**src/rtl/spi_cfg_pkg.sv**
```systemverilog
// Shared types and helpers for the SPI configuration register bank.
package spi_cfg_pkg;

  typedef enum logic [1:0] {
    MODE_RW   = 2'd0,
    MODE_RO   = 2'd1,
    MODE_W1C  = 2'd2,
    MODE_RSVD = 2'd3
  } reg_mode_e;

  localparam int unsigned MODE_W   = 2;
  localparam int unsigned MAX_REGS = 256;

  // Mode field of register idx, taken from the zero-extended packed mode vector.
  function automatic reg_mode_e reg_mode(input logic [MODE_W*MAX_REGS-1:0] modes,
                                         input int unsigned idx);
    return reg_mode_e'(modes[idx*MODE_W +: MODE_W]);
  endfunction

  function automatic logic is_writable(input reg_mode_e mode);
    return (mode == MODE_RW) || (mode == MODE_W1C);
  endfunction

endpackage

```
**src/rtl/spi_cfg_reg_bank_if.sv**
```systemverilog
// Decoded word read/write port between the SPI protocol engine (master) and the bank (slave).
interface spi_cfg_reg_bank_if #(
  parameter int unsigned ASIZE = 15,
  parameter int unsigned DSIZE = 16
);
  logic             wr_en;
  logic [ASIZE-1:0] wr_addr;
  logic [DSIZE-1:0] wr_data;
  logic             rd_en;
  logic [ASIZE-1:0] rd_addr;
  logic             rd_vld;
  logic [DSIZE-1:0] rd_data;
  logic             rd_err;
  logic             wr_err;

  modport master (output wr_en, wr_addr, wr_data, rd_en, rd_addr,
                  input  rd_vld, rd_data, rd_err, wr_err);
  modport slave  (input  wr_en, wr_addr, wr_data, rd_en, rd_addr,
                  output rd_vld, rd_data, rd_err, wr_err);
endinterface

```
**src/rtl/spi_cfg_reg_cell.sv**
```systemverilog
// One configuration register: live value, W1C status logic and update pulse.
// SPI_CFG_SHADOW_EN adds a shadow copy for RW registers, transferred to live on commit.
module spi_cfg_reg_cell
  import spi_cfg_pkg::*;
#(
  parameter int unsigned      DSIZE   = 16,
  parameter reg_mode_e        MODE    = MODE_RW,
  parameter logic [DSIZE-1:0] DEFAULT = '0
) (
  input  logic             clk_i,
  input  logic             rst_i,
  input  logic             wr_hit_i,
  input  logic [DSIZE-1:0] wr_data_i,
  input  logic             commit_i,
  input  logic [DSIZE-1:0] ro_in_i,
  input  logic [DSIZE-1:0] sts_set_i,
  output logic [DSIZE-1:0] reg_out_o,
  output logic [DSIZE-1:0] rd_val_o,
  output logic             upd_pulse_o
);

  localparam bit IS_RW  = (MODE == MODE_RW);
  localparam bit IS_W1C = (MODE == MODE_W1C);
  localparam bit IS_RO  = !(IS_RW || IS_W1C);

  logic [DSIZE-1:0] live_q, live_d;
  logic             upd_q, upd_d;
`ifdef SPI_CFG_SHADOW_EN
  logic [DSIZE-1:0] shadow_q, shadow_d;
  logic             dirty_q, dirty_d;
`else
  logic unused_commit;
  assign unused_commit = commit_i;
`endif

  always_comb begin
    // NOTE: every _d gets a default first so no path leaves it unassigned (no latches).
    live_d = live_q;
    upd_d  = 1'b0;
`ifdef SPI_CFG_SHADOW_EN
    shadow_d = shadow_q;
    dirty_d  = dirty_q;
`endif
    if (IS_W1C) begin
      // Clear is applied before set, so a coincident set wins.
      live_d = (live_q & ~(wr_hit_i ? wr_data_i : '0)) | sts_set_i;
      upd_d  = wr_hit_i;
    end else if (IS_RW) begin
`ifdef SPI_CFG_SHADOW_EN
      if (wr_hit_i) begin
        shadow_d = wr_data_i;
        dirty_d  = 1'b1;
      end
      if (commit_i) begin
        live_d  = shadow_d;
        upd_d   = dirty_q | wr_hit_i;
        dirty_d = 1'b0;
      end
`else
      if (wr_hit_i) begin
        live_d = wr_data_i;
        upd_d  = 1'b1;
      end
`endif
    end
  end

  // NOTE: state is only ever updated with non-blocking assignments.
  always_ff @(posedge clk_i) begin
    if (rst_i) begin
      live_q <= DEFAULT;
      upd_q  <= 1'b0;
`ifdef SPI_CFG_SHADOW_EN
      shadow_q <= DEFAULT;
      dirty_q  <= 1'b0;
`endif
    end else begin
      live_q <= live_d;
      upd_q  <= upd_d;
`ifdef SPI_CFG_SHADOW_EN
      shadow_q <= shadow_d;
      dirty_q  <= dirty_d;
`endif
    end
  end

  assign reg_out_o   = IS_RO ? ro_in_i : live_q;
`ifdef SPI_CFG_SHADOW_EN
  assign rd_val_o    = IS_RO ? ro_in_i : (IS_RW ? shadow_q : live_q);
`else
  assign rd_val_o    = IS_RO ? ro_in_i : live_q;
`endif
  assign upd_pulse_o = upd_q;

endmodule

```
**src/rtl/spi_cfg_reg_bank.sv**
```systemverilog
// Addressable bank of NUM_REGS SPI configuration registers: address decode, registered read path.
// Optional shadow/commit behaviour of RW registers is enabled by SPI_CFG_SHADOW_EN.
module spi_cfg_reg_bank
  import spi_cfg_pkg::*;
#(
  parameter int unsigned ASIZE     = 15,
  parameter int unsigned DSIZE     = 16,
  parameter int unsigned NUM_REGS  = 8,
  parameter int unsigned BASE_ADDR = 0,
  parameter logic [NUM_REGS*MODE_W-1:0] REG_MODE    = '0,
  parameter logic [NUM_REGS*DSIZE-1:0]  REG_DEFAULT = '0
) (
  input  logic                      clock_i,
  input  logic                      rst_i,
  spi_cfg_reg_bank_if.slave         bus,
  input  logic                      commit_i,
  input  logic [NUM_REGS*DSIZE-1:0] ro_in_i,
  input  logic [NUM_REGS*DSIZE-1:0] sts_set_i,
  output logic [NUM_REGS*DSIZE-1:0] reg_out_o,
  output logic [NUM_REGS-1:0]       upd_pulse_o
);

  localparam int unsigned AW = ASIZE + 1;
  localparam logic [AW-1:0] BASE = AW'(BASE_ADDR);
  localparam logic [MODE_W*MAX_REGS-1:0] MODE_ALL = (MODE_W*MAX_REGS)'(REG_MODE);

  logic [AW-1:0]    wr_idx, rd_idx;
  logic             wr_in_range, rd_in_range;
  logic [NUM_REGS-1:0] wr_hit, upd;
  logic             wr_ok;
  logic [DSIZE-1:0] rd_val [NUM_REGS];
  logic [DSIZE-1:0] rd_data_d, rd_data_q;
  logic             rd_vld_q, rd_err_q, wr_err_q;

  // Index computed one bit wider than the address so addresses below BASE wrap out of range.
  assign wr_idx      = {1'b0, bus.wr_addr} - BASE;
  assign rd_idx      = {1'b0, bus.rd_addr} - BASE;
  assign wr_in_range = ({1'b0, bus.wr_addr} >= BASE) && (wr_idx < AW'(NUM_REGS));
  assign rd_in_range = ({1'b0, bus.rd_addr} >= BASE) && (rd_idx < AW'(NUM_REGS));

  always_comb begin
    wr_hit    = '0;
    wr_ok     = 1'b0;
    rd_data_d = '0;
    for (int unsigned i = 0; i < NUM_REGS; i++) begin
      if (wr_in_range && (wr_idx == AW'(i))) begin
        wr_ok     = is_writable(reg_mode(MODE_ALL, i));
        wr_hit[i] = bus.wr_en && wr_ok;
      end
      if (rd_in_range && (rd_idx == AW'(i))) begin
        rd_data_d = rd_val[i];
      end
    end
  end

  for (genvar g = 0; g < NUM_REGS; g++) begin : g_reg
    spi_cfg_reg_cell #(
      .DSIZE  (DSIZE),
      .MODE   (reg_mode(MODE_ALL, g)),
      .DEFAULT(REG_DEFAULT[g*DSIZE +: DSIZE])
    ) u_cell (
      .clk_i      (clock_i),
      .rst_i      (rst_i),
      .wr_hit_i   (wr_hit[g]),
      .wr_data_i  (bus.wr_data),
      .commit_i   (commit_i),
      .ro_in_i    (ro_in_i[g*DSIZE +: DSIZE]),
      .sts_set_i  (sts_set_i[g*DSIZE +: DSIZE]),
      .reg_out_o  (reg_out_o[g*DSIZE +: DSIZE]),
      .rd_val_o   (rd_val[g]),
      .upd_pulse_o(upd[g])
    );
  end

  always_ff @(posedge clock_i) begin
    if (rst_i) begin
      rd_vld_q  <= 1'b0;
      rd_data_q <= '0;
      rd_err_q  <= 1'b0;
      wr_err_q  <= 1'b0;
    end else begin
      rd_vld_q <= bus.rd_en;
      rd_err_q <= bus.rd_en && !rd_in_range;
      wr_err_q <= bus.wr_en && !wr_ok;
      if (bus.rd_en) rd_data_q <= rd_data_d;
    end
  end

  // Pulses are forced low while reset is held, so a read issued just before reset never reports.
  assign bus.rd_vld  = rd_vld_q & ~rst_i;
  assign bus.rd_err  = rd_err_q & ~rst_i;
  assign bus.rd_data = rd_data_q;
  assign bus.wr_err  = wr_err_q & ~rst_i;
  assign upd_pulse_o = rst_i ? '0 : upd;

endmodule

```
**src/flat_wrapper.sv**
```systemverilog
// flat-port wrapper written by rule: the top's interface ports become plain ports
module spi_cfg_reg_bank_flat import spi_cfg_pkg::*;
#(
  parameter int unsigned ASIZE     = 15,
  parameter int unsigned DSIZE     = 16,
  parameter int unsigned NUM_REGS  = 8,
  parameter int unsigned BASE_ADDR = 0,
  parameter logic [NUM_REGS*MODE_W-1:0] REG_MODE    = '0,
  parameter logic [NUM_REGS*DSIZE-1:0]  REG_DEFAULT = '0
)
  (clock_i, rst_i, commit_i, ro_in_i, sts_set_i, reg_out_o, upd_pulse_o, bus_wr_en, bus_wr_addr, bus_wr_data, bus_rd_en, bus_rd_addr, bus_rd_vld, bus_rd_data, bus_rd_err, bus_wr_err);
  spi_cfg_reg_bank_if #(.ASIZE(ASIZE), .DSIZE(DSIZE)) bus_i ();
  input  logic clock_i;
  input  logic rst_i;
  input  logic commit_i;
  input  logic [NUM_REGS*DSIZE-1:0] ro_in_i;
  input  logic [NUM_REGS*DSIZE-1:0] sts_set_i;
  output logic [NUM_REGS*DSIZE-1:0] reg_out_o;
  output logic [NUM_REGS-1:0] upd_pulse_o;
  input wire logic [$bits(bus_i.wr_en)-1:0] bus_wr_en;
  input wire logic [$bits(bus_i.wr_addr)-1:0] bus_wr_addr;
  input wire logic [$bits(bus_i.wr_data)-1:0] bus_wr_data;
  input wire logic [$bits(bus_i.rd_en)-1:0] bus_rd_en;
  input wire logic [$bits(bus_i.rd_addr)-1:0] bus_rd_addr;
  output wire logic [$bits(bus_i.rd_vld)-1:0] bus_rd_vld;
  output wire logic [$bits(bus_i.rd_data)-1:0] bus_rd_data;
  output wire logic [$bits(bus_i.rd_err)-1:0] bus_rd_err;
  output wire logic [$bits(bus_i.wr_err)-1:0] bus_wr_err;
  assign bus_i.wr_en = bus_wr_en;
  assign bus_i.wr_addr = bus_wr_addr;
  assign bus_i.wr_data = bus_wr_data;
  assign bus_i.rd_en = bus_rd_en;
  assign bus_i.rd_addr = bus_rd_addr;
  assign bus_rd_vld = bus_i.rd_vld;
  assign bus_rd_data = bus_i.rd_data;
  assign bus_rd_err = bus_i.rd_err;
  assign bus_wr_err = bus_i.wr_err;
  spi_cfg_reg_bank #(.ASIZE(ASIZE), .DSIZE(DSIZE), .NUM_REGS(NUM_REGS), .BASE_ADDR(BASE_ADDR), .REG_MODE(REG_MODE), .REG_DEFAULT(REG_DEFAULT)) u_core (.clock_i(clock_i), .rst_i(rst_i), .bus(bus_i), .commit_i(commit_i), .ro_in_i(ro_in_i), .sts_set_i(sts_set_i), .reg_out_o(reg_out_o), .upd_pulse_o(upd_pulse_o));
endmodule
```
**config.mk**
```make
export PLATFORM = sky130hd
export DESIGN_NAME = spi_cfg_reg_bank_flat
export DESIGN_NICKNAME = d
export VERILOG_FILES = /design/src/rtl/spi_cfg_pkg.sv /design/src/rtl/spi_cfg_reg_bank_if.sv /design/src/rtl/spi_cfg_reg_cell.sv /design/src/rtl/spi_cfg_reg_bank.sv /design/src/flat_wrapper.sv
export SDC_FILE = /design/constraint.sdc
export NUM_CORES = 1
export LEC_CHECK = 0
export CAP_MARGIN = 20
export CORE_AREA = 2 2 177 179
export DETAILED_ROUTE_END_ITERATION = 6
export DIE_AREA = 0 0 179 181
export PLACE_DENSITY = 0.57
export SYNTH_ARGS = -nofsm -noshare
export SYNTH_HDL_FRONTEND = slang
export SYNTH_SLANG_ARGS = --single-unit
```
**constraint.sdc**
```tcl
create_clock -name clock_i -period 2.35 [get_ports clock_i]
set_clock_uncertainty 0.1 [all_clocks]
set_input_delay 0.47 -clock clock_i [delete_from_list [all_inputs] [get_ports clock_i]]
set_output_delay 0.47 -clock clock_i [all_outputs]
set_load 0.01 [all_outputs]
```
After elaboration in Yosys (flattened, before gate mapping)
Index checks and enable logic that the tools add are counted.
{"block": "totals", "output_inout_bits": 155, "reg_bits": 155, "wordCells": 95, "in_bits": 307}
{"block": "classes", "n_mux": 33, "n_reduce_logical": 22, "n_eq_ne": 14, "bitwise": 4, "order_cmp": 2}
{"operator": "16-bit two-way mux", "n": 8}
{"operator": "15-bit by 3-bit == test with 1-bit output (second input constant)", "n": 8}
{"operator": "15-bit by 2-bit == test with 1-bit output (second input constant)", "n": 4}
{"operator": "16-bit logical NOT", "n": 2}
{"operator": "15-bit by 1-bit == test with 1-bit output (second input constant)", "n": 2}
{"operator": "15-bit by 4-bit less-than comparator with 1-bit output (second input constant)", "n": 2}
{"operator": "1-bit two-way mux", "n": 24}
{"operator": "1-bit logical AND", "n": 18}
{"operator": "8-bit two-way mux", "n": 1}
{"operator": "1-bit AND", "n": 3}
{"operator": "1-bit logical NOT", "n": 2}
{"operator": "1-bit NOT", "n": 1}

Longest topological paths before layout
{"block": "depth", "depth_word": 12, "mapped_depth": 6, "ltp_nobuf": 4}

Hierarchy
From an unflattened synthesis, not the netlist that was laid out.
{"block": "unflattened", "hier_cells": 793, "hier_area_um2": 7862.5}
{"mod": "spi_cfg_reg_cell", "cells_each": 70, "instances": 8, "area_per_inst_um2": 728.2, "seq_area_each_um2": 340.3}
{"mod": "spi_cfg_reg_bank", "cells_each": 233, "instances": 1, "area_per_inst_um2": 2037.0, "seq_area_each_um2": 380.4}

Worst setup path after synthesis
No wires, ideal clock.
{"block": "synth_path", "path_type": "input -> register", "startpoint": "input bus_rd_addr[8]", "endpoint": "register u_core.rd_data_q[11] (netlist: u_core.bus.rd_data[11])", "arrival_time_ns": 1.925, "stages": 5, "setup_ns": 0.122, "n_path_buf": 1, "setup_slack_ns": 0.203, "required_time_ns": 2.128, "path_cell_list": "or4_1 > or4_4 > buf_6 > o211ai_2 > o21ai_1"}
{"block": "synth_via", "elab_chain_len": 10, "word_cells_on_any_way": 25, "classes_between": "1 x order compare; 7 x eq/ne; 8 x mux; 9 x reduce/logical"}
{"item": "start, declared", "line_no": "flat_wrapper.sv:24", "text": "input wire logic [$bits(bus_i.rd_addr)-1:0] bus_rd_addr;"}
{"item": "15-bit by 4-bit less-than comparator with 1-bit output or 16-bit logical NOT (tied branches)", "line_no": "spi_cfg_reg_bank.sv:39, spi_cfg_reg_bank.sv:50"}
{"item": "1-bit logical AND", "line_no": "spi_cfg_reg_bank.sv:50", "text": "if (rd_in_range && (rd_idx == AW'(i))) begin"}
{"item": "16-bit two-way mux (7 in a row)", "line_no": "spi_cfg_reg_bank.sv:50"}
{"item": "16-bit two-way mux *", "line_no": "spi_cfg_reg_bank.sv:50"}
{"item": "end signal, assigned", "line_no": "spi_cfg_reg_bank.sv:85", "text": "if (bus.rd_en) rd_data_q <= rd_data_d;"}
{"item": "end, declared", "line_no": "spi_cfg_reg_bank.sv:32", "text": "logic [DSIZE-1:0] rd_data_d, rd_data_q;"}
Mark *: on every way between the ends. The rest lies on a longest branch, timed or not.
A chain may end at the register's enable or synchronous reset.

Worst setup path after layout
{"block": "layout_path", "startpoint": "input bus_rd_addr[10]", "endpoint": "register u_core.rd_data_q[0] (netlist: u_core.bus.rd_data[0])"}
Same word-level chain as after synthesis.

==> results.py <==
metrics = {
    "status": {
        "status": "completed",
    },
    "clocking": {
        "cts_resized": 0,
        "clock_latency_ns": 0.43,
        "clkTransAtPathRegs_ns": 0.06,
        "cts-root-buf": "clkbuf_16",
        "ctsHoldBuffers": 0,
        "h-tree-depth": 4,
        "cts-buffers-inserted": 17,
        "clock_path_buffers": 2,
        "postCtsSetupRepairBufs": 0,
        "cts_tree": "built",
        "cts_sinks": 155,
    },
    "critical_path": {
        "cp_cell_sequence": "clkdlybuf4s50_1 -> or4_4 -> or4_4 -> o211ai_1 -> o21ai_1",
        "cp.arrival_ns": 2.45,
        "ff2ff_path_depth": 3,
        "worstPathRequired_ns": 2.55,
        "crit_path_start_kind": "input port",
        "cp_slowest_stage_delay_ns": 0.69,
        "r2r-end": "u_core.bus.rd_data[13]",
        "critical_path_peak_fanout": 11,
        "r2r-start": "u_core.g_reg[3].u_cell.rd_val_o[13]",
        "cp_common_cell": "or4_4",
        "end_kind": "flip-flop",
        "path_class": "in2reg",
        "cp_slowest_cell": "or4_4",
        "rrSetupSlack_ns": 0.82,
    },
    "timing": {
        "worstMarginPinSlew_ns": 0.481,
        "slew-limit-headroom_pct": 67.6,
        "rsz0062_at_grt": "no",
        "finalCriticalPeriod_ns": 2.25,
        "fin_crit_sh_pct": 95.9,
        "setup_tns_ns": 0,
        "max_freq_mhz": 444,
        "slew_violations": 0,
        "hold_viol": 0,
        "finalHoldWorstSlack_ns": 0.351,
        "finalSetupViolations": 0,
    },
    "route": {
        "routed_via_density": 4.38,
        "wl_per_cell_um": 18.9,
        "drc": 0,
        "ant_nets": 0,
        "drt_iter0_drc": 235,
        "route.vias.total": 5589,
        "first_pass_iters": 4,
        "routed_wl_um": 24100,
    },
    "yosys": {
        "synth_fp_nets": 970,
        "ys_top_cells_by_area": "dfxtp_1 46%, mux2i_1 21%, nor2_1 7.6%",
        "yosys.cell_count.top_type": "dfxtp_1",
        "syn_inst": 663,
        "synth_top_cell_by_area": "dfxtp_1",
        "synth_top_area_share_pct": 45.9,
        "ys_seq_area_share_pct": 45.9,
        "ys_seq_elements": 155,
        "synth-warning-count": 0,
        "synth.distinct_cells": 37,
        "synth_common_cells": "155 x dfxtp_1, 142 x mux2i_1, 137 x nor2_1",
        "synth_edf_count": 0,
        "syn_area_um2": 6760,
        "ys.flop_type": "dfxtp_1",
        "synthArstFlopShare_pct": 0,
        "syn_avg_cell_area_um2": 10.2,
    },
    "floorplanning": {
        "start_util_pct": 22.3,
        "coreArea_um2": 30300,
        "die_area_um2": 32400,
        "rows": 64,
        "die_y_um": 181,
        "die_w_um": 179,
        "pin_count": 462,
    },
    "power": {
        "p_comb_share_pct": 6.0,
        "p_seq_share_pct": 45.5,
        "p_switching_w": 0.00137,
        "p_leak_nw": 4.38,
        "ir_worst_vdd_v": 0.000459,
        "p_int_w": 0.00442,
        "p_clk_share_pct": 48.6,
        "p_sw_share_pct": 23.6,
        "p_per_area_nw_per_um2": 573,
    },
    "placement": {
        "dp_cells": 1242,
        "dp_hpwl_um": 17700,
        "gp_congestion": 0.779,
        "portBuffers": 204,
    },
    "final_layout": {
        "drive_above_1_share_pct": 14.8,
        "layout.cells.non_filler": 1275,
        "finish.net_count": 1173,
        "area.growth.synth_to_final_pct": 49.4,
        "final.fill_count": 3049,
    },
    "worst_hold_path": {
        "min_from": "u_core.bus.rd_data[14]",
        "hold_path_class": "reg2reg",
        "hold_depth": 2,
        "holdPathEnd": "u_core.bus.rd_data[14]",
    },
    "grt": {
        "grt-ovfl-total": 0,
        "grt_max_degree": 42,
        "track_usage_pct": 14.8,
        "antenna_found_initial": 1,
        "grt_pass1_wl_um": 35400,
        "grt_pass1_vias": 5526,
    },
    "run": {
        "maxCapViolCount": 0,
    },
}
==> per-stage QoR <==
step                      worst slack [ns]  total power, W  util, %  instance area [um2]
after detailed placement            -0.353         0.00304     31.3                 9500
after global placement              -0.332         0.00303     31.3                 9500
after CTS                            0.100         0.00586     33.2                10100
after global routing                0.0691         0.00599     33.3                10100
final                               0.0973         0.00578     33.3                10100
after floorplan                      0.203         0.00284        -                 6760
==> layer usage <==
layer / track usage (%) / routed length (um) / vias to the layer above
met4: 3.97 / 292 / 0
met1: 20.0 / 11200 / 2672
met3: 3.72 / 1450 / 13
met2: 23.4 / 11200 / 143
met5: 0 / 0 / -
li1: - / - / 2761
==> cells in the final DEF (no fill, tap or decap), types with 5 or more instances in the layout <==
| cell | instances |
|---|---|
| or2_2 | 11 |
| o211ai_2 | 10 |
| nand4_1 | 9 |
| clkbuf_16 | 17 |
| buf_12 | 12 |
| buf_4 | 35 |
| clkdlybuf4s50_1 | 202 |
| nor4_2 | 5 |
| nor2_1 | 137 |
| a21oi_1 | 6 |
| a22oi_1 | 26 |
| dfxtp_1 | 155 |
| mux4_2 | 11 |
| mux2i_1 | 142 |
| o21ai_1 | 11 |
| nor2b_1 | 16 |
| mux2_2 | 11 |
==> power groups by stage <==
stage	registers [W]	clock network (W)	logic, W
final	0.00263	0.00281	0.000344
after global routing	0.00263	0.00299	0.000369
after CTS	0.00263	0.00288	0.000348
after detailed placement	0.00269	0	0.000347
after global placement	0.00269	0	0.000345
after floorplan	0.00269	0	0.000156
==> worst max-delay path: cells and delay by family <==
family	cells	cell delay, ns
buf+inv	1	0.42
simple gates	2	1.26
compound gates	2	0.29
==> kinds of logic after synthesis <==
kind of cell	count (synthesis)	share of synthesized area [%]
and+or+nand+nor	205	15.0
muxes	164	26.5
DFF	155	45.9
AOI/OAI and AO/OA	71	8.16
buffers and inverters	68	4.39
==> how the worst max path moves through the flow <==
stage / endpoint / from / slack, ns
2_1_floorplan: u_core.bus.rd_data[11] / bus_rd_addr[8] / 0.20
3_3_place_gp: u_core.bus.rd_data[0] / bus_rd_addr[10] / -0.33
5_1_grt: u_core.bus.rd_data[0] / bus_rd_addr[10] / 0.07
3_5_place_dp: u_core.bus.rd_data[0] / bus_rd_addr[10] / -0.35
4_1_cts: u_core.bus.rd_data[0] / bus_rd_addr[10] / 0.10
6_report: u_core.bus.rd_data[0] / bus_rd_addr[10] / 0.1
==> area by class of cell <==
type | count | area [um2] | share of cell area, %
clock inverters | 12 | 140 | 1.39
clock buffers | 19 | 453 | 4.48
well taps | 396 | 495 | 4.91
diodes | 1 | 2.50 | 0.0248
repair buffers | 250 | 2530 | 25.0
multi-input cells | 440 | 3370 | 33.3
inverters | 2 | 7.51 | 0.0743
flip-flops and latches | 155 | 3100 | 30.7
==> flip-flops by register name (all words and copies together) (netlist names) <==
signal,count
u_core.g.u_cell.rd_val_o,128
u_core.rd_err_q,1
u_core.rd_vld_q,1
u_core.g.u_cell.upd_pulse_o,8
u_core.bus.rd_data,16
u_core.wr_err_q,1
No activity file was read; power rests on OpenSTA's default activity.
